--- src/rtl/mux_arb_pkg.sv ---
// Shared definitions for the round-robin mux arbiter.
//   arb_state_t : arbiter state (IDLE, GRANT)
//   pick_t      : result of a round-robin search (found flag + index)
//   rr_pick     : first requester set in (req & ~excl), scanning ptr, ptr+1, ... mod N_REQ
//   onehot      : index -> one-hot grant vector
package mux_arb_pkg;

    localparam int N_REQ = 4;
    localparam int SEL_W = 2;

    typedef enum logic {
        IDLE  = 1'b0,
        GRANT = 1'b1
    } arb_state_t;

    typedef struct packed {
        logic             found;
        logic [SEL_W-1:0] idx;
    } pick_t;

    function automatic pick_t rr_pick(input logic [N_REQ-1:0] req,
                                      input logic [SEL_W-1:0] ptr,
                                      input logic [N_REQ-1:0] excl);
        pick_t            p;
        logic [N_REQ-1:0] cand;
        logic [SEL_W-1:0] k;
        p    = '0;
        cand = req & ~excl;
        // Scan from the farthest offset down so the nearest candidate to ptr wins.
        for (int i = N_REQ - 1; i >= 0; i--) begin
            k = ptr + SEL_W'(i);
            if (cand[k]) begin
                p.found = 1'b1;
                p.idx   = k;
            end
        end
        return p;
    endfunction

    function automatic logic [N_REQ-1:0] onehot(input logic [SEL_W-1:0] idx);
        return N_REQ'(1) << idx;
    endfunction

endpackage

--- src/rtl/mux_rr_arbiter_mux4.sv ---
// Team 4:1 single-bit mux.
//   s : select index
//   d : data inputs
//   y : d[s]
module mux_rr_arbiter_mux4 (
    input  logic [1:0] s,
    input  logic [3:0] d,
    output logic       y
);

    always_comb begin
        y = d[s];
    end

endmodule

--- src/rtl/mux_rr_arbiter.sv ---
// Round-robin arbiter sharing the 4:1 mux among four requesters.
// A requester keeps the mux until it drops its request, or until it has held
// it MAX_HOLD consecutive cycles while someone else is waiting.
//   clk     : system clock, rising edge
//   rst     : synchronous active-high reset
//   req     : level request per requester
//   d       : data bit per requester
//   s       : registered select (current owner)
//   gnt     : registered one-hot grant, zero when idle
//   y       : d[s] gated by y_valid
//   y_valid : high while a grant is held
//
// state | meaning
// IDLE  | no owner, gnt=0, waiting for any request
// GRANT | owner s holds the mux, hold_cnt counts its consecutive cycles
module mux_rr_arbiter
    import mux_arb_pkg::*;
#(
    parameter int MAX_HOLD = 4
) (
    input  logic             clk,
    input  logic             rst,
    input  logic [N_REQ-1:0] req,
    input  logic [N_REQ-1:0] d,
    output logic [SEL_W-1:0] s,
    output logic [N_REQ-1:0] gnt,
    output logic             y,
    output logic             y_valid
);

    localparam logic [3:0] LP_MAX = 4'(MAX_HOLD);

    arb_state_t       r_state, w_nxt_state;
    logic [SEL_W-1:0] r_s, w_nxt_s;
    logic [N_REQ-1:0] r_gnt, w_nxt_gnt;
    logic [SEL_W-1:0] r_ptr, w_nxt_ptr;
    logic [3:0]       r_hold, w_nxt_hold;

    logic [N_REQ-1:0] w_owner_mask;
    logic [SEL_W-1:0] w_after_owner;
    logic             w_any_other;
    pick_t            w_pick_idle;
    pick_t            w_pick_rot;
    logic             w_mux_y;

    always_ff @(posedge clk) begin
        if (rst) begin
            r_state <= IDLE;
            r_s     <= '0;
            r_gnt   <= '0;
            r_ptr   <= '0;
            r_hold  <= '0;
        end else begin
            r_state <= w_nxt_state;
            r_s     <= w_nxt_s;
            r_gnt   <= w_nxt_gnt;
            r_ptr   <= w_nxt_ptr;
            r_hold  <= w_nxt_hold;
        end
    end

    always_comb begin
        w_owner_mask  = onehot(r_s);
        w_after_owner = r_s + SEL_W'(1);
        w_any_other   = |(req & ~w_owner_mask);
        w_pick_idle   = rr_pick(req, r_ptr, '0);
        w_pick_rot    = rr_pick(req, w_after_owner, w_owner_mask);
    end

    always_comb begin
        w_nxt_state = r_state;
        w_nxt_s     = r_s;
        w_nxt_gnt   = r_gnt;
        w_nxt_ptr   = r_ptr;
        w_nxt_hold  = r_hold;
        case (r_state)
            IDLE: begin
                if (w_pick_idle.found) begin
                    w_nxt_state = GRANT;
                    w_nxt_s     = w_pick_idle.idx;
                    w_nxt_gnt   = onehot(w_pick_idle.idx);
                    w_nxt_hold  = 4'd1;
                end
            end
            GRANT: begin
                if (!req[r_s]) begin
                    // Release: hand over directly when someone else waits.
                    w_nxt_ptr = w_after_owner;
                    if (w_any_other) begin
                        w_nxt_s    = w_pick_rot.idx;
                        w_nxt_gnt  = onehot(w_pick_rot.idx);
                        w_nxt_hold = 4'd1;
                    end else begin
                        w_nxt_state = IDLE;
                        w_nxt_gnt   = '0;
                    end
                end else if (r_hold == LP_MAX && w_any_other) begin
                    w_nxt_ptr  = w_after_owner;
                    w_nxt_s    = w_pick_rot.idx;
                    w_nxt_gnt  = onehot(w_pick_rot.idx);
                    w_nxt_hold = 4'd1;
                end else if (!w_any_other) begin
                    w_nxt_hold = (r_hold >= LP_MAX) ? LP_MAX : r_hold + 4'd1;
                end else begin
                    w_nxt_hold = r_hold + 4'd1;
                end
            end
            default: begin
                w_nxt_state = IDLE;
                w_nxt_gnt   = '0;
            end
        endcase
    end

    mux_rr_arbiter_mux4 u_mux (
        .s (r_s),
        .d (d),
        .y (w_mux_y)
    );

    assign s       = r_s;
    assign gnt     = r_gnt;
    assign y_valid = (r_state == GRANT);
    assign y       = w_mux_y & y_valid;

endmodule

--- config.mk ---
export PLATFORM = sky130hd
export DESIGN_NAME = mux_rr_arbiter
export DESIGN_NICKNAME = d
export VERILOG_FILES = /design/src/rtl/mux_arb_pkg.sv /design/src/rtl/mux_rr_arbiter_mux4.sv /design/src/rtl/mux_rr_arbiter.sv
export SDC_FILE = /design/constraint.sdc
export NUM_CORES = 1
export LEC_CHECK = 0
export CAP_MARGIN = 15
export CORE_ASPECT_RATIO = 0.8
export CORE_UTILIZATION = 52
export CTS_CLUSTER_DIAMETER = 80
export DETAILED_ROUTE_END_ITERATION = 16
export PLACE_DENSITY = 0.8
export REMOVE_ABC_BUFFERS = 1
export SYNTH_ARGS = -nofsm -noshare
export SYNTH_HDL_FRONTEND = slang
export SYNTH_SLANG_ARGS = --single-unit
--- constraint.sdc ---
create_clock -name clk -period 2.4 [get_ports clk]
set_clock_uncertainty 0.1 [all_clocks]
set_input_delay 0.48 -clock clk [delete_from_list [all_inputs] [get_ports clk]]
set_output_delay 0.48 -clock clk [all_outputs]
set_load 0.1 [all_outputs]
[After elaboration in Yosys (flattened, before gate mapping)]
Cells that the tools add are included.
Word-level totals
  output and inout bits: 8
  latch bits: 0
  memories kept: 0
  word-level logic and storage cells: 92
  memory bits (writable): 0
  memory bits (read-only): 0
  flip-flop bits (word level): 13
  bits of input ports: 10
Cells by class
  reductions and logical operators: 6
  add/sub/neg operators: 8
  order comparisons: 10
  bitwise operators: 4
  mux-type cells: 51
  shifts and indexed selects: 3
  equal/unequal tests: 5
  multiply operators: 0
  div/mod/pow operators: 0
Operator list (count)
  $mux W4: 10
  $lt A2 B3 Y1 const B: 9
  $bmux W1 S2: 10
  $mux W2: 10
  $pmux W4 S2: 2
  $mux W1: 13
  $mux W3: 4
  $shl A1 B2 Y4 const A: 3
  $add A2 B2 Y2 const B: 4
  $add A2 B1 Y2 const B: 3
  $reduce_and A2 Y1: 3
  $add A4 B1 Y4 const B: 1
  $and A4 B4 Y4: 1
  $eq A4 B3 Y1 const B: 1
  $ge A4 B3 Y1 const B: 1
  $not A4 Y4: 1
  $pmux W2 S2: 1
  $reduce_or A4 Y1: 1
  $ne A3 B1 Y1 const B: 1
  $ne A3 B2 Y1 const B: 1
  $reduce_and A3 Y1: 1
  $ne A2 B1 Y1 const B: 1
  $ne A2 B2 Y1 const B: 1
  $pmux W1 S2: 1
  3 further kinds: 3

[Depth between registers and ports, before layout]
Gate-level depths: netlist (run 1).
  depth in word-level cells: 13
  gate-level depth with buffers: 8
  depth with buffers taken out: 7

[Modules after synthesis]
A second synthesis (run 1) with hierarchy kept.
Unflattened totals
  cell total of the unflattened synthesis: 120
  area total of the unflattened synthesis: 1082.3 µm²
By module, submodules not included
  mux_rr_arbiter: instances 1, cells each 119, sequential area each 260.2 µm², area each 1059.8 µm²
  mux_rr_arbiter_mux4: instances 1, cells each 1, sequential area each 0.0 µm², area each 22.5 µm²

[Worst setup path before layout (run 1)]
OpenSTA, ideal clock, no wires.
  path type: reg-to-reg
  from: reg r_s[1], in the netlist s[1]
  to: reg r_hold[2]
  path buffers: 0
  period minus slack after synthesis: 2.837 ns
  cell stages (with the launch flop): 7
  setup slack: -0.437 ns
  required time: 2.181 ns
  setup time: 0.119 ns
  arrival time: 2.618 ns
  cell sequence: dfxtp_1 > ha_1 > nor2b_4 > or4_4 > o31ai_4 > a21oi_1 > o221a_1
On the way
  cells in the longest elaborated chain, start to end: 8
  elaborated cells between the ends (all ways): 13
  classes of those cells: eq/ne (1); shift (1); mux (6); bitwise (2); reduce/logical (3)
Ends and longest elaborated chain
  start: declaration: RTL line mux_rr_arbiter.sv:34  | logic [SEL_W-1:0] r_s, w_nxt_s;
  start signal: assignment: RTL line mux_rr_arbiter.sv:55  | r_s <= w_nxt_s;
  $shl A1 B2 Y4: RTL line mux_arb_pkg.sv:41  | return N_REQ'(1) << idx;
  $not A4 Y4: RTL line mux_rr_arbiter.sv:65  | w_any_other = |(req & ~w_owner_mask);
  $and A4 B4 Y4: RTL line mux_rr_arbiter.sv:65
  $reduce_or A4 Y1: RTL line mux_rr_arbiter.sv:65
  $mux W4 / $logic_and A1 B1 Y1 (equally long branches): RTL line mux_rr_arbiter.sv:102, mux_rr_arbiter.sv:97
  $mux W4: RTL line mux_rr_arbiter.sv:97  | end else if (r_hold == LP_MAX && w_any_other) begin
  $mux W4: RTL line mux_rr_arbiter.sv:86  | if (!req[r_s]) begin
  $pmux W4 S2: RTL line mux_rr_arbiter.sv:76  | case (r_state)
  end signal: assignment: RTL line mux_rr_arbiter.sv:58  | r_hold <= w_nxt_hold;
  end: declaration: RTL line mux_rr_arbiter.sv:37  | logic [3:0] r_hold, w_nxt_hold;
Parallel ways exist; a longest one is shown, timed or not. The select of a mux whose other input is x is not followed.
A chain may end at the register's enable or synchronous reset.

[Worst setup path in the final report (run 1)]
  from: reg r_s[0], in the netlist s[0]
  to: out y
On the way
  cells in the longest elaborated chain, start to end: 3
Ends and longest elaborated chain
  $bmux W1 S2: RTL line mux_rr_arbiter_mux4.sv:12  | y = d[s];
  $mux W1 (not written as such): RTL line mux_rr_arbiter_mux4.sv:12
  $and A1 B1 Y1: RTL line mux_rr_arbiter.sv:124  | assign y = w_mux_y & y_valid;
  end: declaration: RTL line mux_rr_arbiter.sv:27  | output logic y,
Every way passes these cells. The select of a mux whose other input is x is not followed.

==> results of run 1 <==
## final cells by class
class                      instances  area [µm²]
fill                             150         537
clock buffer                       4        26.3
sequential                        13         262
multi-input combinational         92         742
inverter                           8        30.0
tap                               24        30.0
timing repair buffer              33         283
## per-layer routing
layer / vias to the layer above / wire, µm / global-route usage (%)
li1: 522 / - / -
met5: - / 0 / 0
met2: 33 / 1230 / 45.3
met3: 4 / 125 / 5.80
met1: 498 / 1230 / 36.2
met4: 0 / 17 / 5.26
## critical path: cells and delay by family (launching register included)
family | cells | cell delay [ns]
muxes | 1 | 0.50
DFF | 1 | 0.40
buffers and inverters | 2 | 0.37
and+or+nand+nor | 1 | 0.20
## registers in the layout, indices dropped and copies added (netlist names)
signal / count
s: 2
y_valid: 1
r_ptr: 2
r_hold: 4
gnt: 4
## placed cells by master (no fill, tap or decap), drive strengths merged, types with 2 or more instances in the layout
master,count
nand2b,4
o21ai,4
and2,2
a221oi,2
ha,6
a31oi,2
mux4,2
nor2b,6
nor4,2
or4,2
a311oi,3
nor2,6
and4,2
and2b,2
a32oi,2
clkbuf,4
dfxtp,13
o21a,2
a21oi,11
o22ai,2
nand2,3
clkdlybuf4s50,9
buf,24
and3,2
inv,8
a211oi,6
## through the flow
step | cell area [µm²] | total power [mW] | worst slack (ns)
2_1_floorplan | 1030 | 0.703 | -0.551
3_3_place_gp | 1350 | 0.869 | -0.0925
3_5_place_dp | 1350 | 0.883 | -0.171
4_1_cts | 1370 | 1.02 | 0.0514
5_1_grt | 1370 | 1.08 | -0.00619
6_report | 1370 | 1.02 | 0.0646
## cell usage after synthesis (3+ instances only)
| cell | count |
|---|---|
| o21ai_0 | 4 |
| inv_1 | 8 |
| nor2_1 | 6 |
| a211oi_1 | 4 |
| nand2_1 | 3 |
| nand2b_1 | 4 |
| dfxtp_1 | 13 |
| nor2b_1 | 3 |
| a311oi_1 | 3 |
| a21oi_1 | 11 |
| ha_1 | 6 |
## worst min path at each step
stage	start	end	slack, ns	cells after the start
after floorplan	r_hold[3]$_SDFFE_PP0P_	r_hold[3]$_SDFFE_PP0P_	0.36	2
after global placement	r_hold[3]$_SDFFE_PP0P_	r_hold[3]$_SDFFE_PP0P_	0.40	2
after detailed placement	r_hold[3]$_SDFFE_PP0P_	r_hold[3]$_SDFFE_PP0P_	0.41	2
after CTS	r_hold[3]$_SDFFE_PP0P_	r_hold[3]$_SDFFE_PP0P_	0.42	2
after global routing	r_hold[3]$_SDFFE_PP0P_	r_hold[3]$_SDFFE_PP0P_	0.45	2
final	r_hold[3]$_SDFFE_PP0P_	r_hold[3]$_SDFFE_PP0P_	0.42	2
## cell families (layout without fill, tap and decap cells)
group,Yosys count,count (layout)
AO/OA/AOI/OAI,44,44
AND/OR/NAND/NOR,39,39
flip-flops,13,13
buffers and inverters,12,45
adder cells (fa/ha/maj),6,6
multiplexers,3,3
## where the power goes
| part | switching [mW] | internal [mW] | total (mW) |
|---|---|---|---|
| combinational | 0.383 | 0.222 | 0.605 |
| sequential | 0.0292 | 0.247 | 0.276 |
| clock | 0.0767 | 0.0645 | 0.141 |
| total | 0.489 | 0.533 | 1.02 |
==> summary.md, run 1 <==
| Metric | Value |
|---|---|
| Maxcap violations | 0 |
| Syn_area_per_cell | 9.11 µm² |
| Clk slew on worst S/H paths | 0.09 ns |
| WS Path Type | reg -> out |
| Chip height | 42.5 µm |
| Post-detail-place hpwl | 2.10 mm |
| # nets final | 167 |
| Post-synthesis mux area share | 5.16% |
| Share of the synthesized area in the top cell type | 24.4% |
| Worst rel slew slack | 66.4% |
| Total clock buffers created by CTS | 3 |
| Clock tree buffer depth | 2 |
| Synth warn | 0 |
| Inserted Diodes | 0 |
| CTS sink count | 13 |
| CTS tree | done |
| Netlist Area Pre-Place | 0.00107 mm² |
| Buffers on Ports | 17 |
| Reg2Reg Depth | 8 |
| Max incr delay on CP | 0.50 ns |
| Die W | 52.6 µm |
| IO Pins | 18 |
| FF+latch count, synth | 13 |
| DR WL/cell | 15.0 µm |
| Yosys cell types | 49 |
| Core Area | 0.00191 mm² |
| Top post-synthesis cells by area | dfxtp_1 24%, ha_1 7.0%, a21oi_1 5.2%, mux4_2 4.2%, a211oi_1 2.8% |
| Post-Layout Cell Count | 174 |
| CP endpoint kind | output pin |
| Post-CTS sizing | 0 |
| Initial antenna violation count | 0 |
| Synth Area in Compound Gates | 31.8% |
| Crit-path cells | buf_4 > mux4_2 > and2_1 > buf_12 |
| Cell accounting for the most synthesized area | dfxtp_1 |
| Slowest-stage cell, CP | mux4_2 |
| Peak VDD IR | 527 µV |
| Final WL | 2.60 mm |
| Adder-Cell Fraction of Synth Area | 7.04% |
| End of the critical path | y |
| Die area | 0.00224 mm² |
| Status | finished clean |
| Synth Area in Simple Gates | 25.6% |
| First-pass GRT wire length | 4.50 mm |
| Async SR Flop Fraction | 0% |
| Final GP Congestion | 0.908 |
| LEAKAGE | 0.562 nW |
| Postcts setup bufs | 0 |
| Max Fclk | 428 MHz |
| Post-synth EDFFs | 0 |
| Detail Route Antenna Nets | 0 |
| # rows | 14 |
| Latest clock arrival within the worst-skew pair | 0.28 ns |
| Root Buffer | clkbuf_4 |
| Crit path launch type | register |
| Final setup vio count | 0 |
| Post-route setup TNS | 0 ns |
| Cts hold-fix bufs | 0 |
| Initial DRC Count | 22 |
| RSZ-0062 raised after global routing | true |
| Synth Area in XOR/XNOR | 0% |
| Largest family of logic cells by synthesized area | compound AO/OA/AOI/OAI gates |
| Worst reg2reg path startpoint | s[0]$_SDFFE_PP0P_ |
| # DRC | 0 |
| Fin util | 71.9% |
| Sequential cell area fraction in the yosys report | 24.4% |
| Final hold vios | 0 |
| Slew @ Worst Pin | 0.503 ns |
| H-tree depth | 1 |
| Tot GR Track Use | 27.3% |
| Vias | 1057 |
| Layout cell share with drive strength beyond 1 | 28.7% |
| Primary FF master, synth | dfxtp_1 |
| CP Max Fanout | 8 |
| Global route overflow | 0 |
| Cell area power density | 744 mW/mm² |
| Setup crit start | s[0]$_SDFFE_PP0P_ |
| CP required | 1.82 ns |
| Flop-to-flop setup slack | 0.18 ns |
| Worst EP arrival | 1.76 ns |
| Initial Util | 55.8% |
| Worst R2R End | gnt[0]$_SDFFE_PP0P_ |
| Placed cells | 170 |
| Area Growth Syn to Fin | 28.8% |
| Hold WS | 0.424 ns |
| Part of the cycle the worst path needs | 97.3% |
| Vias in the first global route | 996 |
| Hold Crit Class | reg -> reg |
| Slew Viols, Final | 0 |
| Largest net degree at the start of global routing | 14 |
| Drt pass-1 iters | 5 |
| Tmin final | 2.34 ns |
| Cells after Synth | 117 |
| Vias per cell | 6.07 |
Note: power is estimated with default switching activity, not from simulation.
==> run 2: changes to the inputs <==
--- a/config.mk
+++ b/config.mk
@@ -11,7 +11,7 @@
 export CTS_CLUSTER_DIAMETER = 80
 export DETAILED_ROUTE_END_ITERATION = 16
 export PLACE_DENSITY = 0.8
-export REMOVE_ABC_BUFFERS = 1
 export SYNTH_ARGS = -nofsm -noshare
 export SYNTH_HDL_FRONTEND = slang
+export SYNTH_HIERARCHICAL = 1
 export SYNTH_SLANG_ARGS = --single-unit
==> run 2 against run 1 <==
Compared with the run above:
- non-clock buffer count decreased by 4
- routed wire length fell by 2.2%
- largest power group unchanged
- clock-buffer cell count did not move
==> summary.md, run 2 <==
| Metric | Value |
|---|---|
| Final hold vios | 0 (unchanged) |
| Latest clock arrival within the worst-skew pair | 0.28 ns (about the same) |
| Buffers on Ports | 17 (unchanged) |
| P_int | 0.551 mW (+3.4%) |
| Part of the cycle the worst path needs | 95.1% (-2.2 points) |
| Post-synth EDFFs | 0 (unchanged) |
| RSZ-0062 raised after global routing | false |
| Netlist Area Pre-Place | 0.00108 mm² (+1.5%) |
| Drt pass-1 iters | 5 (unchanged) |
| Total power | 1.06 mW (+3.4%) |
| Total clock buffers created by CTS | 3 (unchanged) |
| Final GP Congestion | 0.836 (-7.9%) |
| # DRC | 0 (unchanged) |
| CP required | 2.49 ns (+0.67 ns) |
| Initial Util | 56.2% (+0.34 points) |
| Final setup vio count | 0 (unchanged) |
| Maxcap violations | 0 (unchanged) |
| Die area | 0.00227 mm² (+1.5%) |
| Crit path launch type | input port |
| Clock Power Share | 13.0% (-0.8 points) |
| Final WL | 2.55 mm (-2.2%) |
| CTS sink count | 13 (unchanged) |
| Final WS setup | 0.118 ns (+0.0529 ns) |
| Tot GR Track Use | 25.4% (-1.9 points) |
| # rows | 14 (unchanged) |
| Chip height | 42.8 µm (+0.73%) |
| H-tree depth | 1 (unchanged) |
| CTS tree | done |
| Primary FF master, synth | dfxtp_1 |
| Cell accounting for the most synthesized area | dfxtp_1 |
| Hold Crit Class | reg -> reg |
| First-pass GRT wire length | 4.23 mm (-6.0%) |
| Top-count cell post-synth | dfxtp_1 |
| Post-detail-place hpwl | 1.99 mm (-5.2%) |
| Vias per cell | 6.05 (-0.38%) |
| FILL cells | 142 (-5.3%) |
| Max incr delay on CP | 0.63 ns (+0.13 ns) |
| Syn_area_per_cell | 9.02 µm² (-1.0%) |
| Layout cell share with drive strength beyond 1 | 31.3% (+2.7 points) |
| Largest net degree at the start of global routing | 16 (+2) |
| Sequential cell area fraction in the yosys report | 24.0% (-0.37 points) |
| # nets final | 167 (unchanged) |
| Cts hold-fix bufs | 0 (unchanged) |
| Most frequent cells in the layout | 19 x buf_4, 12 x nor2_1, 10 x dfxtp_1 |
| Worst rel slew slack | 61.6% (-4.8 points) |
| Slew @ Worst Pin | 0.575 ns (+0.0716 ns) |
| Initial DRC Count | 22 (unchanged) |
| P_sw | 0.506 mW (+3.4%) |
| Async SR Flop Fraction | 0% (unchanged) |
| Global route overflow | 0 (unchanged) |
| LEAKAGE | 0.562 nW (about the same) |
| Initial antenna violation count | 0 (unchanged) |
| Yosys cell types | 51 (+4.1%) |
| Root Buffer | clkbuf_4 |
| Inserted Diodes | 0 (unchanged) |
| Share of the synthesized area in the top cell type | 24.0% (-0.37 points) |
| Vias | 1053 (-0.38%) |
| Most common cell after layout, fill and taps aside | buf_4 |
| Tmin final | 2.28 ns (-0.0529 ns) |
| Worst slack at placement | -0.157 ns (+0.0140 ns) |
| Reg power frac | 28.1% (+1.1 points) |
| Commonest cells in the netlist | 13 x dfxtp_1, 12 x nor2_1 |
| Area Growth Syn to Fin | 27.5% |
| Synth warn | 6 (+6) |
| Core Area | 0.00193 mm² (+0.92%) |
| Cells after Synth | 120 (+2.6%) |
| Mapped Nets | 136 |
| Comb power frac | 58.9% (-0.3 points) |
| Postcts setup bufs | 0 (unchanged) |
| Clk slew on worst S/H paths | 0.07 ns (-0.02 ns) |
| Fin util | 71.6% (-0.26 points) |
| CP Max Fanout | 8 (unchanged) |
| Sw frac | 47.9% (about the same) |
| Top post-synthesis cells by area | dfxtp_1 24%, ha_1 6.9%, mux4_2 4.2%, nor2_1 4.2%, mux2i_1 3.7% |
| Vias in the first global route | 1001 (+0.50%) |
| CP endpoint kind | register |
| Slowest-stage cell, CP | clkdlybuf4s50_1 |
| Worst EP arrival | 2.38 ns (+0.62 ns) |
| Peak VDD IR | 441 µV (-16%) |
| Max Fclk | 438 MHz (+2.3%) |
| Slew Viols, Final | 0 (unchanged) |
| Detail Route Antenna Nets | 0 (unchanged) |
| Hold WS | 0.399 ns (-0.0251 ns) |
| Cell area power density | 766 mW/mm² (+2.8%) |
| IO Pins | 18 (unchanged) |
| DR WL/cell | 14.6 µm (-2.2%) |
| Die W | 53.0 µm (+0.73%) |
| FF+latch count, synth | 13 (unchanged) |
| Crit-path cells | clkdlybuf4s50_1 > or2b_2 > o22ai_1 > o22ai_2 > or3_1 > o221ai_1 |
| Clock tree buffer depth | 2 (unchanged) |
| Status | finished clean |
| WS Path Type | in -> reg |
## run 2: area by class of cell
| cell class | instances | area, µm² | area share (%) |
|---|---|---|---|
| multi-input combinational | 98 | 779 | 56.5 |
| sequential | 13 | 269 | 19.5 |
| timing repair buffer | 29 | 253 | 18.3 |
| tap | 24 | 30.0 | 2.18 |
| clock buffer | 4 | 26.3 | 1.90 |
| inverter | 6 | 22.5 | 1.63 |
## run 2: cell families (layout without fill, tap and decap cells)
logic type,count (synthesis),after routing,synth area share [%]
simple gates,49,49,29.5
buf+inv,9,39,4.51
mux,8,8,9.94
fa+ha+maj,6,6,6.94
flops,13,13,24.0
compound gates,35,35,25.1
## run 2: path summary, 6_finish.rpt
path,endpoint,start,slack [ns],cells after the start
worst max register to register,gnt[2]$_SDFFE_PP0P_,s[0]$_SDFFE_PP0P_,0.16,7
worst min register to register,gnt[3]$_SDFFE_PP0P_,gnt[3]$_SDFFE_PP0P_,0.40,2
worst min-delay path,gnt[3]$_SDFFE_PP0P_,gnt[3]$_SDFFE_PP0P_,0.40,2
worst max-delay path,gnt[2]$_SDFFE_PP0P_,req[0],0.12,6
## run 2: per-stage QoR
step | TNS (ns) | area, µm² | cells
2_1_floorplan | 0 | 1090 | 120
3_3_place_gp | -0.338 | 1350 | 170
3_5_place_dp | -0.683 | 1350 | 170
4_1_cts | 0 | 1370 | 174
5_1_grt | 0 | 1380 | 174
6_report | 0 | 1380 | 174
## run 2: power by group through the flow
stage	clock network, mW	registers (mW)	logic [mW]
6_report	0.137	0.297	0.623
3_3_place_gp	0	0.302	0.592
3_5_place_dp	0	0.304	0.608
5_1_grt	0.152	0.306	0.657
4_1_cts	0.141	0.299	0.609
2_1_floorplan	0	0.445	0.311
## run 2: worst max-delay path: cells and delay by family
| kind | cells | cell delay [ns] |
|---|---|---|
| buffers and inverters | 1 | 0.63 |
| AND/OR/NAND/NOR | 2 | 0.74 |
| AO/OA/AOI/OAI | 3 | 0.52 |
## run 2: repair_timing
item                                   CTS  global route
endpoints found under the hold margin    0             0
gates resized for setup                  0             1
setup endpoints to repair                0             1
## run 2: metal layers
layer | track usage (%) | part of all wire [%]
met1 | 33.7 | 48
met2 | 40.8 | 47
met3 | 7.53 | 5.4
met4 | 4.74 | 0.39
met5 | 0 | 0
==> run 3: changes to the inputs <==
--- a/config.mk
+++ b/config.mk
@@ -6,11 +6,11 @@
 export NUM_CORES = 1
 export LEC_CHECK = 0
 export CAP_MARGIN = 15
-export CORE_ASPECT_RATIO = 0.8
-export CORE_UTILIZATION = 52
+export CORE_ASPECT_RATIO = 1.25
+export CORE_UTILIZATION = 30
 export CTS_CLUSTER_DIAMETER = 80
 export DETAILED_ROUTE_END_ITERATION = 16
-export PLACE_DENSITY = 0.8
+export PLACE_DENSITY = 0.52
 export SYNTH_ARGS = -nofsm -noshare
 export SYNTH_HDL_FRONTEND = slang
 export SYNTH_HIERARCHICAL = 1
==> run 3 against run 2 <==
Compared with the run above:
- register-to-register slack about the same
- non-clock buffer count grew 2
- setup slack worse by 0.0076 ns
- critical endpoint is now gnt[3]$_SDFFE_PP0P_
- largest cell class unchanged
- highest routed layer unchanged
==> summary.md, run 3 (synthesis results as in run 2) <==
| Metric | Value |
|---|---|
| IO Pins | 18 (unchanged) |
| Final WS setup | 0.110 ns (-0.00763 ns) |
| Post-detail-place hpwl | 2.18 mm (+9.3%) |
| Part of the cycle the worst path needs | 95.4% (+0.32 points) |
| Core Area | 0.00345 mm² (+79%) |
| Worst rel slew slack | 69.8% (+8.3 points) |
| DR WL/cell | 14.6 µm (-0.14%) |
| Slowest-stage cell, CP | clkdlybuf4s50_1 |
| Most common cell after layout, fill and taps aside | buf_4 |
| Status | finished clean |
| Setup crit start | req[2] |
| Die area | 0.00385 mm² (+70%) |
| Busiest grt layer | met2 |
| Chip height | 69.2 µm (+62%) |
| Crit-path cells | clkdlybuf4s50_1 > nor2b_1 > a21o_1 > a211o_1 > or3_1 > a311oi_1 |
| LEAKAGE | 0.576 nW (+2.5%) |
| Final WL | 2.79 mm (+9.6%) |
| Maxcap violations | 0 (unchanged) |
| CP required | 2.45 ns (-0.04 ns) |
| Hold Crit Class | reg -> reg |
| Hold Startpoint | r_hold[3]$_SDFFE_PP0P_ |
| Bufs and invs on worst path | 1 (unchanged) |
| H-tree depth | 1 (unchanged) |
| Tmin final | 2.29 ns (+0.00763 ns) |
| CP Max Fanout | 7 (-1) |
| Initial antenna violation count | 0 (unchanged) |
| CTS sink count | 13 (unchanged) |
| Vias per cell | 5.55 (-8.2%) |
| FILL cells | 361 (+150%) |
| Detail Route Antenna Nets | 0 (unchanged) |
| Design area | 0.00143 mm² (+3.4%) |
| Hold WS | 0.404 ns (+0.00538 ns) |
| WS Path Type | in -> reg |
| CTS tree | done |
| Cts hold-fix bufs | 0 (unchanged) |
| Worst reg2reg path startpoint | s[0]$_SDFFE_PP0P_ |
| RSZ-0062 raised after global routing | false |
| Root Buffer | clkbuf_8 |
| Buffers on Ports | 17 (unchanged) |
| Post-route setup TNS | 0 ns (unchanged) |
| CP endpoint kind | register |
| Latest clock arrival within the worst-skew pair | 0.25 ns (-0.03 ns) |
| Worst EP arrival | 2.34 ns (-0.04 ns) |
| # rows | 24 (+10) |
| Max Fclk | 437 MHz (-0.33%) |
| Global route overflow | 0 (unchanged) |
| Register area | 269 µm² (unchanged) |
| Layout cell share with drive strength beyond 1 | 31.6% (+0.25 points) |
| Cell area power density | 792 mW/mm² (+3.5%) |
| Met3 global-route usage | 4.32% (-3.2 points) |
| Max incr delay on CP | 0.53 ns (-0.10 ns) |
| # DRC | 0 (unchanged) |
| Initial Util | 31.3% (-25 points) |
| First-pass GRT wire length | 4.59 mm (+8.5%) |
| Multi-input logic area | 774 µm² (-0.64%) |
| Inserted Diodes | 0 (unchanged) |
| Slew @ Worst Pin | 0.451 ns (-0.124 ns) |
| Worst slack at placement | -0.231 ns (-0.0746 ns) |
| Die W | 55.7 µm (+5.1%) |
| Slew Viols, Final | 0 (unchanged) |
| Peak VDD IR | 435 µV (-1.6%) |
| Met2 Use GR | 27.0% (-14 points) |
| Vias | 1061 (+0.76%) |
| Most frequent cells in the layout | 21 x buf_4, 12 x nor2_1, 10 x dfxtp_1 |
| Clock tree buffer depth | 2 (unchanged) |
| Final setup vio count | 0 (unchanged) |
| Drt pass-1 iters | 4 (-1) |
| Area Growth Syn to Fin | 31.9% |
| Total clock buffers created by CTS | 3 (unchanged) |
| # nets final | 169 (+1.2%) |
| Clk slew on worst S/H paths | 0.06 ns (about the same) |
| Final hold vios | 0 (unchanged) |
| Met1 Usage GRT | 16.8% (-17 points) |
| Tot GR Track Use | 14.9% (-11 points) |
| Initial DRC Count | 64 (+190%) |
| Final GP Congestion | 0.877 (+4.8%) |
| Vias in the first global route | 1011 (+1.0%) |
| Largest net degree at the start of global routing | 16 (unchanged) |
| Placed cell area | 0.00137 mm² (+2.0%) |
| Crit path launch type | input port |
| CP top delay family | compound AO/OA/AOI/OAI gates |
## run 3: cell count changes in the layout (fill, tap and decap cells not counted)
cell | previous run | this run
clkbuf_8 | 0 | 3
buf_4 | 19 | 21
o22ai_1 | 1 | 2
a2111oi_1 | 0 | 1
o22ai_2 | 1 | 0
a2111oi_0 | 1 | 0
clkbuf_4 | 3 | 0
## run 3: worst min-delay path, cell delays in order (launching register included)
cell,delay [ns]
dfxtp_1,0.34
nand2_1,0.07
a21oi_1,0.05
## run 3: where the power goes
part,total [mW],switching [mW],leakage [nW],internal [mW]
logic,0.625,0.383,0.445,0.242
registers,0.302,0.0503,0.108,0.252
clock network,0.203,0.0858,0.0228,0.118
total,1.13,0.520,0.576,0.612
## run 3: metal layers
layer,up-vias,part of all wire (%)
li1,514,-
met1,512,44
met2,30,51
met3,5,4.7
met4,0,0.97
met5,-,0
## run 3: what timing repair did
item | CTS | global route
resized for setup | 0 | 1
setup buffers | 0 | 1
setup endpoints to repair | 0 | 3
## run 3: cell type report
type,instances,share of cell area (%)
Timing Repair Buffer,31,18.8
Multi-Input combinational cell,98,54.3
Inverter,6,1.58
Clock buffer,4,3.16
Sequential cell,13,18.8
Tap cell,39,3.42
## run 3: final timing paths
check / end / slack [ns] / cells after the start
worst max-delay path: gnt[3]$_SDFFE_PP0P_ / 0.11 / 6
worst min-delay path: r_hold[3]$_SDFFE_PP0P_ / 0.40 / 2
worst max register to register: gnt[3]$_SDFFE_PP0P_ / 0.16 / 7
worst min register to register: r_hold[3]$_SDFFE_PP0P_ / 0.40 / 2
## run 3: stage by stage
step / total power, mW / utilization (%) / std cells
after floorplan: 0.756 / - / 120
after detailed placement: 0.927 / 39.8 / 186
after global placement: 0.922 / 39.8 / 186
after CTS: 1.13 / 41.1 / 190
after global routing: 1.19 / 41.3 / 191
final: 1.13 / 41.3 / 191
